[src/rtl/serial_arith_pkg.sv]
// Shared definitions for the bit-serial arithmetic blocks.
package serial_arith_pkg;

    localparam int unsigned DEFAULT_WIDTH = 8;

    typedef enum logic [1:0] {
        IDLE = 2'd0,
        RUN  = 2'd1,
        DONE = 2'd2
    } state_e;

endpackage

[src/rtl/full_subtractor.sv]
// One-bit full subtractor: diff = a - b - borrow_in, with borrow out.
module full_subtractor (
    input  logic a,
    input  logic b,
    input  logic borrow_in,
    output logic diff,
    output logic borrow_out
);

    assign diff       = a ^ b ^ borrow_in;
    assign borrow_out = (~a & b) | (~(a ^ b) & borrow_in);

endmodule

[src/rtl/serial_subtractor.sv]
// Bit-serial subtractor: computes a - b - borrow_in one bit per cycle, LSB first.
module serial_subtractor
    import serial_arith_pkg::*;
#(
    parameter int unsigned WIDTH = DEFAULT_WIDTH
) (
    input  logic             clk,
    input  logic             rst,
    input  logic             start,
    input  logic [WIDTH-1:0] a,
    input  logic [WIDTH-1:0] b,
    input  logic             borrow_in,
    output logic             busy,
    output logic             done,
    output logic [WIDTH-1:0] diff,
    output logic             borrow_out
);

    localparam int unsigned CW = $clog2(WIDTH) + 1;

    state_e           state_q, state_d;
    logic [CW-1:0]    cnt_q, cnt_d;
    logic [WIDTH-1:0] a_q, a_d;
    logic [WIDTH-1:0] b_q, b_d;
    logic             bw_q, bw_d;
    logic [WIDTH-1:0] diff_q, diff_d;
    logic             borrow_out_q, borrow_out_d;
    logic             busy_q, busy_d;
    logic             done_q, done_d;

    logic bit_diff;
    logic bit_borrow;

    full_subtractor u_full_subtractor (
        .a         (a_q[0]),
        .b         (b_q[0]),
        .borrow_in (bw_q),
        .diff      (bit_diff),
        .borrow_out(bit_borrow)
    );

    // Next-state, datapath and registered-output logic.
    always_comb begin
        state_d      = state_q;
        cnt_d        = cnt_q;
        a_d          = a_q;
        b_d          = b_q;
        bw_d         = bw_q;
        diff_d       = diff_q;
        borrow_out_d = borrow_out_q;

        case (state_q)
            IDLE, DONE: begin
                state_d = IDLE;
                if (start) begin
                    a_d     = a;
                    b_d     = b;
                    bw_d    = borrow_in;
                    cnt_d   = '0;
                    state_d = RUN;
                end
            end
            RUN: begin
                // Operands shift right so the next bit is always at [0];
                // results enter at the MSB and settle into place after WIDTH shifts.
                a_d    = a_q >> 1;
                b_d    = b_q >> 1;
                bw_d   = bit_borrow;
                diff_d = {bit_diff, diff_q[WIDTH-1:1]};
                cnt_d  = cnt_q + CW'(1);
                if (cnt_q == CW'(WIDTH - 1)) begin
                    borrow_out_d = bit_borrow;
                    state_d      = DONE;
                end
            end
            default: state_d = IDLE;
        endcase

        busy_d = (state_d == RUN);
        done_d = (state_d == DONE);
    end

    always_ff @(posedge clk) begin
        if (rst) begin
            state_q      <= IDLE;
            cnt_q        <= '0;
            a_q          <= '0;
            b_q          <= '0;
            bw_q         <= 1'b0;
            diff_q       <= '0;
            borrow_out_q <= 1'b0;
            busy_q       <= 1'b0;
            done_q       <= 1'b0;
        end else begin
            state_q      <= state_d;
            cnt_q        <= cnt_d;
            a_q          <= a_d;
            b_q          <= b_d;
            bw_q         <= bw_d;
            diff_q       <= diff_d;
            borrow_out_q <= borrow_out_d;
            busy_q       <= busy_d;
            done_q       <= done_d;
        end
    end

    assign busy       = busy_q;
    assign done       = done_q;
    assign diff       = diff_q;
    assign borrow_out = borrow_out_q;

endmodule

[config.mk]
export PLATFORM = sky130hd
export DESIGN_NAME = serial_subtractor
export DESIGN_NICKNAME = d
export VERILOG_FILES = /design/src/rtl/serial_arith_pkg.sv /design/src/rtl/full_subtractor.sv /design/src/rtl/serial_subtractor.sv
export SDC_FILE = /design/constraint.sdc
export NUM_CORES = 1
export LEC_CHECK = 0
export CORE_MARGIN = 3
export CORE_UTILIZATION = 52
export DETAILED_ROUTE_END_ITERATION = 10
export PLACE_DENSITY_LB_ADDON = 0.25
export REMOVE_ABC_BUFFERS = 1
export SLEW_MARGIN = 20
export SYNTH_ARGS = -nofsm -noshare
export SYNTH_HDL_FRONTEND = slang
export SYNTH_SLANG_ARGS = --single-unit
export TNS_END_PERCENT = 10
[constraint.sdc]
create_clock -name clk -period 2.5 [get_ports clk]
set_input_delay 0.25 -clock clk [delete_from_list [all_inputs] [get_ports clk]]
set_output_delay 0.25 -clock clk [all_outputs]
set_load 0.01 [all_outputs]
==> summary by stage, run 1 <==
Status
The run finished with clean final reports.

STA
The max-slew headroom at the worst pin is 56.5%. Hold timing on the final database bottoms out at a slack of 0.460 ns. The count of endpoints failing hold in the final timing report is 0. The slew of the pin with the lowest slew margin is 0.652 ns. The max-slew violation count is 0. The fmax is 631 MHz. The final setup skew is 0.0104 ns. The final-layout setup total negative slack is 0 ns. The count of endpoints failing setup in the final report is 0. Of the available clock period, the critical path in the final layout requires 63.4%. For the finished layout, the period the worst path requires is 1.58 ns.

Setup repair after global routing left no endpoint under its margin.

Worst hold path
Counting instances, the worst hold path has a depth of 3. The origin of the worst min-delay path is a[7]. The worst hold path belongs to the class input pin to register. The endpoint of the worst hold path is a_q[7]$_SDFFE_PP0P_.

Route
Wires add up to 2770 µm. The remaining antenna violation count after routing is 0. Dividing the detail-routed wire length by the instance count gives 13.3 µm. After detailed routing, the number of vias per cell comes to 5.71. The first routing iteration left 39 violations. The number of DRC violations after detailed routing is 0. The via total after detailed routing is 1188. The detailed-routing iteration count for the pre-antenna-repair pass is 4.

Die
The floorplan has 17 rows. The initial standard-cell utilization of the core is 57.8%. The die width is 56.8 µm. The die height is 56.8 µm. 31 I/O pins were placed. After floorplanning, the core was sized to cover 2320 µm².

The floorplan die area is 3220 µm².

Power
The completed layout was analyzed and its total power is 1.03 mW. The total power density per cell area is 610 nW/µm². The clock group share of total power is 30.0%. The switching part of the total power is 25.5%.

The internal portion of total power is 0.771 mW. The sequential share of power is 56.3%. The part of the total power dissipated in combinational logic is 13.7%. The reported net switching power is 0.264 mW.

The reported leakage power is 0.596 nW. The maximum vdd ir drop is 0.000532 V.

Setup path
The number of cells on the worst reg-to-reg path is 3. For flop-to-flop paths, the worst setup slack is 0.92 ns. The worst register-to-register path ends at cnt_q[2]$_SDFFE_PP0P_. At the worst endpoint, the required time is 2.74 ns.

The kind of critical path is register to register. The startpoint of the most critical register-to-register path is state_q[1]$_SDFF_PP0_. Of all nets on the critical path, the largest fanout is 17.

The worst setup path is captured at a register. The startpoint type of the worst setup path is a register. The arrival time reported for the critical path endpoint is 1.83 ns.

Cells and area
The number of nets in the layout is 201. 0 antenna diodes ended up in the layout. Of the cells placed in the final design, the portion with a size suffix greater than 1 is 6.67%. The number of fill cells is 184.

In the final layout, flip-flops and latches occupy 681 µm². Summing all multi-input logic gate instances after layout gives 574 µm². Compared with the post-synthesis result, the final layout area differs by 26.5%.

Clocking
The count of cells resized by post-cts repair is 0. The buffer depth of the longest clock path is 2. The number of hold-repair buffers added at the cts stage is 0.

Clock-pin slew was measured on the worst setup and hold paths at 0.10 ns. The buffer count from post-CTS setup fixing is 0. Clock tree synthesis found a total of 34 sinks. The cell chosen for the clock root is clkbuf_4.

TritonCTS built the clock tree. Clock latency on the worst-skew pair, taken at its later pin, is 0.33 ns. The number of CTS-inserted buffers is 5. CTS built an H-tree with a depth of 2.

Logic synthesis
The synthesized design contains 34 register bits. The Yosys warning count is 0. The number of standard cells after synthesis is 151. In this run the biggest area consumer among cell types represents 50.8% of the synthesized area. The register area share after synthesis is 50.8%. A synthesized cell averages 8.87 µm². Sorting the synthesized cells by area gives the leading types as dfxtp_1 (51%), a21oi_1 (10%), a22oi_1 (8.4%), nand3_1 (6.7%), nand2_1 (4.8%).

The cell accounting for the most synthesized area is dfxtp_1. The post-synthesis instance area is 1340 µm². The number of unique standard cell types used by synthesis is 25.

Flow run
The count of max-cap constraint violations is 0.

Place
Once detailed placement completed, the half-perimeter wirelength came to 1970 µm. During placement, the flow inserted port buffers numbering 30. At the end of routability-driven placement, the weighted congestion stood at 0.732.

Global routing
The via count of the first global-routing pass is 1091. The total grt overflow is 0. The global routing usage summed across all routing layers is 18.2%. The number of antenna violations at the first check in global routing was 0. Entering global routing, the biggest net connects 20 pins.

The first-pass GRT wire length is 4560 µm.
==> layer usage <==
layer	part of all wire [%]	GRT usage, %
met1	44	19.9
met2	48	31.7
met3	6.0	6.21
met4	1.5	7.62
met5	0	0
==> synth_stat cells <==
cell	n
clkbuf_1	5
nand4_1	1
dfxtp_1	34
nor2b_1	1
a211oi_1	2
xnor2_1	1
or3_1	1
nor3b_1	1
nand3_1	18
nand2b_1	2
nor3_1	3
a22oi_1	15
nor2_1	4
and2b_1	1
a21oi_1	28
buf_4	3
nand3b_1	1
inv_1	2
buf_2	5
nand2_1	17
o21ai_0	1
fa_1	1
buf_6	1
ha_1	1
mux2_1	2
==> state kept, by name (all words and copies together) (netlist names), 2 cells and up <==
name	count
cnt_q	4
state_q	2
b_q	8
diff	8
a_q	8
==> cell type report <==
| class | count | share of cell area [%] |
|---|---|---|
| Clock buffer | 7 | 3.25 |
| Clock inverter | 1 | 0.295 |
| Inverter | 2 | 0.443 |
| Multi-Input combinational cell | 101 | 33.9 |
| Sequential cell | 34 | 40.1 |
| Tap cell | 28 | 2.07 |
| Timing Repair Buffer | 35 | 19.9 |
==> placed cells by master, fill, tap and decap left out, drive strengths merged, types with 3 or more instances in the layout <==
master,instances
a21oi,28
nand3,18
nor2,4
dfxtp,34
clkbuf,7
a22oi,15
nand2,17
nor3,3
buf,5
clkdlybuf4s50,30
==> logic make-up (layout without fill, tap and decap cells) <==
group	count (synthesis)	after routing	share of synthesized area (%)
AOI/OAI and AO/OA	46	46	20.4
xor gates and xnor gates	1	1	0.654
adders and majority gates	2	2	2.43
buffers and inverters	16	45	6.35
DFF	34	34	50.8
muxes	2	2	1.68
and+or+nand+nor	50	50	17.7
==> critical path: stages (launching register included) <==
cell,delay (ns)
dfxtp_1,0.32
nand2b_1,0.52
mux2_1,0.39
a211oi_1,0.27
==> through the flow <==
step           setup slack, ns  utilization, %  std cells  area, µm²
6_report                 0.915            73.1        208       1700
5_1_grt                  0.804            73.1        208       1700
4_1_cts                  0.916            73.1        208       1700
3_5_place_dp             0.763            70.5        200       1640
3_3_place_gp             0.840            70.5        200       1640
2_1_floorplan            0.960               -        137       1260
==> power groups by stage <==
stage	Clock [mW]	Sequential, mW	Combinational, mW
3_3_place_gp	0	0.593	0.138
2_1_floorplan	0	0.593	0.0683
5_1_grt	0.344	0.587	0.157
6_report	0.310	0.583	0.142
4_1_cts	0.317	0.583	0.142
3_5_place_dp	0	0.595	0.142
==> how the worst max path moves through the flow <==
stage	from	to	slack [ns]	cells past startpoint
2_1_floorplan	state_q[0]$_SDFF_PP0_	cnt_q[3]$_SDFFE_PP0P_	0.96	3
3_3_place_gp	start	cnt_q[3]$_SDFFE_PP0P_	0.84	5
3_5_place_dp	start	cnt_q[3]$_SDFFE_PP0P_	0.76	5
4_1_cts	state_q[1]$_SDFF_PP0_	cnt_q[2]$_SDFFE_PP0P_	0.92	3
5_1_grt	state_q[1]$_SDFF_PP0_	cnt_q[2]$_SDFFE_PP0P_	0.80	3
6_report	state_q[1]$_SDFF_PP0_	cnt_q[2]$_SDFFE_PP0P_	0.92	3
Note: power is estimated with default switching activity, not from simulation.
==> inputs of run 2 (changes only) <==
--- a/config.mk
+++ b/config.mk
@@ -6,7 +6,7 @@
 export NUM_CORES = 1
 export LEC_CHECK = 0
 export CORE_MARGIN = 3
-export CORE_UTILIZATION = 52
+export CORE_UTILIZATION = 48
 export DETAILED_ROUTE_END_ITERATION = 10
 export PLACE_DENSITY_LB_ADDON = 0.25
 export REMOVE_ABC_BUFFERS = 1
==> constraint.sdc (replaced) <==
create_clock -name clk -period 1.55 [get_ports clk]
set_input_delay 0.155 -clock clk [delete_from_list [all_inputs] [get_ports clk]]
set_output_delay 0.155 -clock clk [all_outputs]
set_load 0.01 [all_outputs]
==> summary by stage, run 2 (synthesis results as in run 1) <==
Status
Status: finished, final reports clean (unchanged).

Flow run
The count of max-cap constraint violations is 0 (unchanged).

Setup path
The kind of critical path was register to output pin (was register to register). The maximum fanout along the worst path is 3 (was 17). The critical path endpoint category is an output pin (was register).

The required time at the endpoint of the critical path is 1.39 ns (was 2.74 ns). The startpoint of the most critical register-to-register path is cnt_q[0]$_SDFFE_PP0P_ (was state_q[1]$_SDFF_PP0_). The slowest cell on the critical path is clkdlybuf4s50_1 (was nand2b_1). The biggest cell delay along the critical path is 0.54 ns (was 0.52 ns).

The setup slack of the most critical reg-to-reg path is 0.29 ns (was 0.92 ns). The number of buffer and inverter instances along the worst setup path was 1 (was 0). The logic depth of the worst path, buffers included came to 1 (was 3). The timing startpoint of the critical path is diff[7]$_SDFFE_PP0P_ (was state_q[1]$_SDFF_PP0_). The critical path endpoint is diff[7] (was cnt_q[2]$_SDFFE_PP0P_). The number of cell instances on the worst register-to-register path is 4 (was 3). The cell family with the largest share of critical-path delay is buffers and inverters (was simple AND/OR/NAND/NOR gates). The end of the worst register-to-register path is borrow_out$_SDFFE_PP0P_ (was cnt_q[2]$_SDFFE_PP0P_). The arrival time reported for the critical path endpoint is 1.23 ns (was 1.83 ns). Critical path cell sequence: clkdlybuf4s50_1 (was nand2b_1 -> mux2_1 -> a211oi_1). The startpoint type of the worst setup path is a register (unchanged).

Power
The post-route total power came to 1.68 mW (was 1.03 mW). The total power density per cell area came to 971 nW/µm² (was 610 nW/µm²). The reported leakage power is 0.615 nW (was 0.596 nW). The maximum vdd ir drop is 0.000714 V (was 0.000532 V).

Cells and area
The number of nets in the layout was 205 (was 201). Most frequent cells in the layout: dfxtp_1 (34), clkdlybuf4s50_1 (30), a21oi_1 (28) (unchanged). The total inserted antenna cells came to 0 (unchanged).

The final instance count without filler cells is 214 (was 208). The relative area change from synthesis to final layout is 28.9% (was 26.5%). The number of fill cells is 227 (was 184). The final design utilization is 67.3% (was 73.1%). The final cell area excluding filler cells is 1730 µm² (was 1700 µm²). The commonest non-fill, non-tap cell in the layout was dfxtp_1 (unchanged). The fraction of layout cells with a size suffix above 1 is 8.70% (was 6.67%).

STA
After layout, the minimum clock period comes to 1.39 ns. Timing would allow up to 722 MHz. The max-slew violation count is 0 (unchanged). The count of endpoints failing setup in the final report is 0 (unchanged). The final setup skew was 0.0113 ns (was 0.0104 ns). The worst path uses 89.4% of the clock period.

Setup repair after global routing missed its margin: false (unchanged). The post-layout worst setup margin came to 0.164 ns (was 0.915 ns). The count of endpoints failing hold in the final timing report came to 0 (unchanged). The slew of the pin with the lowest slew margin came to 0.252 ns (was 0.652 ns). The tightest hold margin is 0.384 ns (was 0.460 ns). The final-layout setup total negative slack is 0 ns (unchanged).

The max-slew headroom at the worst pin came to 83.2% (was 56.5%).

Global routing
The number of antenna violations at the first check in global routing came to 0 (unchanged). The via count of the first global-routing pass is 1113 (was 1091). The maximum number of pins on one net before global-route repair is 20 (unchanged). The first-pass GRT wire length was 4750 µm (was 4560 µm). The total grt overflow is 0 (unchanged).

The global routing usage summed across all routing layers is 17.5% (was 18.2%).

Clocking
The cell chosen for the clock root was clkbuf_4 (unchanged). The number of CTS-inserted buffers is 5 (unchanged). The buffer count from post-CTS setup fixing is 0 (unchanged).

The TritonCTS sink count is 34 (unchanged). The clock tree from TritonCTS was built (unchanged). The level count of the clock H-tree is 2 (unchanged). The number of hold-repair buffers added at the cts stage is 0 (unchanged). The clock latency on the worst-skew pair is 0.33 ns (about the same). The count of cells resized by post-cts repair was 0 (unchanged). The clock edge transition at the registers on the reported setup and hold paths is 0.10 ns (about the same).

The buffer depth of the longest clock path is 2 (unchanged).

Place
The setup slack after placement is 0.145 ns (was 0.763 ns). The number of instances in the placed design is 206 (was 200). The estimated wirelength of the detail-placed design is 2040 µm (was 1970 µm). The routability congestion estimate from global placement is 0.776 (was 0.732). The placed instance area is 1670 µm² (was 1640 µm²).

The count of buffers inserted at the top-level ports was 30 (unchanged).

Route
The detail-routed net length per standard cell came to 13.0 µm (was 13.3 µm). The total length of routed wires is 2770 µm (about the same). The remaining antenna violation count after routing is 0 (unchanged).

The via density per instance came to 5.59 (was 5.71). The via total after detailed routing is 1196 (was 1188). The initial detailed-routing violation count is 35 (was 39). The number of DRC violations after detailed routing came to 0 (unchanged).

The detailed-routing iteration count for the pre-antenna-repair pass is 4 (unchanged).

Die
The floorplan die area is 3460 µm² (was 3220 µm²). The die height is 58.8 µm (was 56.8 µm). The number of rows created at floorplan is 18 (was 17). The area of the core region is 2570 µm² (was 2320 µm²). The die width is 58.8 µm (was 56.8 µm). The initial standard-cell utilization of the core was 52.2% (was 57.8%). The I/O pin total is 31 (unchanged).

Worst hold path
The type of the tightest min-delay check was input pin to register (unchanged).
## run 2: cell types whose count changed in the layout (fill, tap and decap cells not counted)
cell,previous run,this run
buf_4,5,9
## run 2: how the worst min path moves through the flow
| stage | cells past startpoint | to | slack [ns] | from |
|---|---|---|---|---|
| floorplan | 1 | a_q[0]$_SDFFE_PP0P_ | 0.22 | rst |
| CTS | 3 | b_q[7]$_SDFFE_PP0P_ | 0.38 | b[7] |
| global placement | 2 | diff[0]$_SDFFE_PP0P_ | 0.45 | diff[0]$_SDFFE_PP0P_ |
| detailed placement | 2 | diff[0]$_SDFFE_PP0P_ | 0.46 | diff[1]$_SDFFE_PP0P_ |
| finish | 3 | b_q[7]$_SDFFE_PP0P_ | 0.38 | b[7] |
| global route | 3 | b_q[7]$_SDFFE_PP0P_ | 0.38 | b[7] |
## run 2: routing by layer
layer	track usage (%)	vias to the layer above	share of wire [%]	routed length [µm]
met5	0	-	0	0
li1	-	593	-	-
met1	21.2	567	42	1170
met3	3.95	5	5.2	145
met4	5.83	0	1.1	30
met2	30.4	31	52	1430
## run 2: area by class of cell
cell class                 instances  area (µm²)  area share [%]
clock buffer                       7        55.1            3.19
tap                               30        37.5            2.17
multi-input combinational        101         574            33.2
clock inverter                     1        5.00           0.290
timing repair buffer              39         368            21.3
sequential                        34         681            39.4
inverter                           2        7.51           0.434
## run 2: worst reg2reg max path, delay by kind of cell, from the launching register on
| kind | cells | cell delay (ns) |
|---|---|---|
| simple gates | 2 | 0.50 |
| flops | 1 | 0.38 |
| compound gates | 1 | 0.12 |
| fa+ha+maj | 1 | 0.21 |
## run 2: power by group
group | internal (mW) | switching [mW]
combinational | 0.119 | 0.122
clock | 0.220 | 0.276
sequential | 0.915 | 0.0247
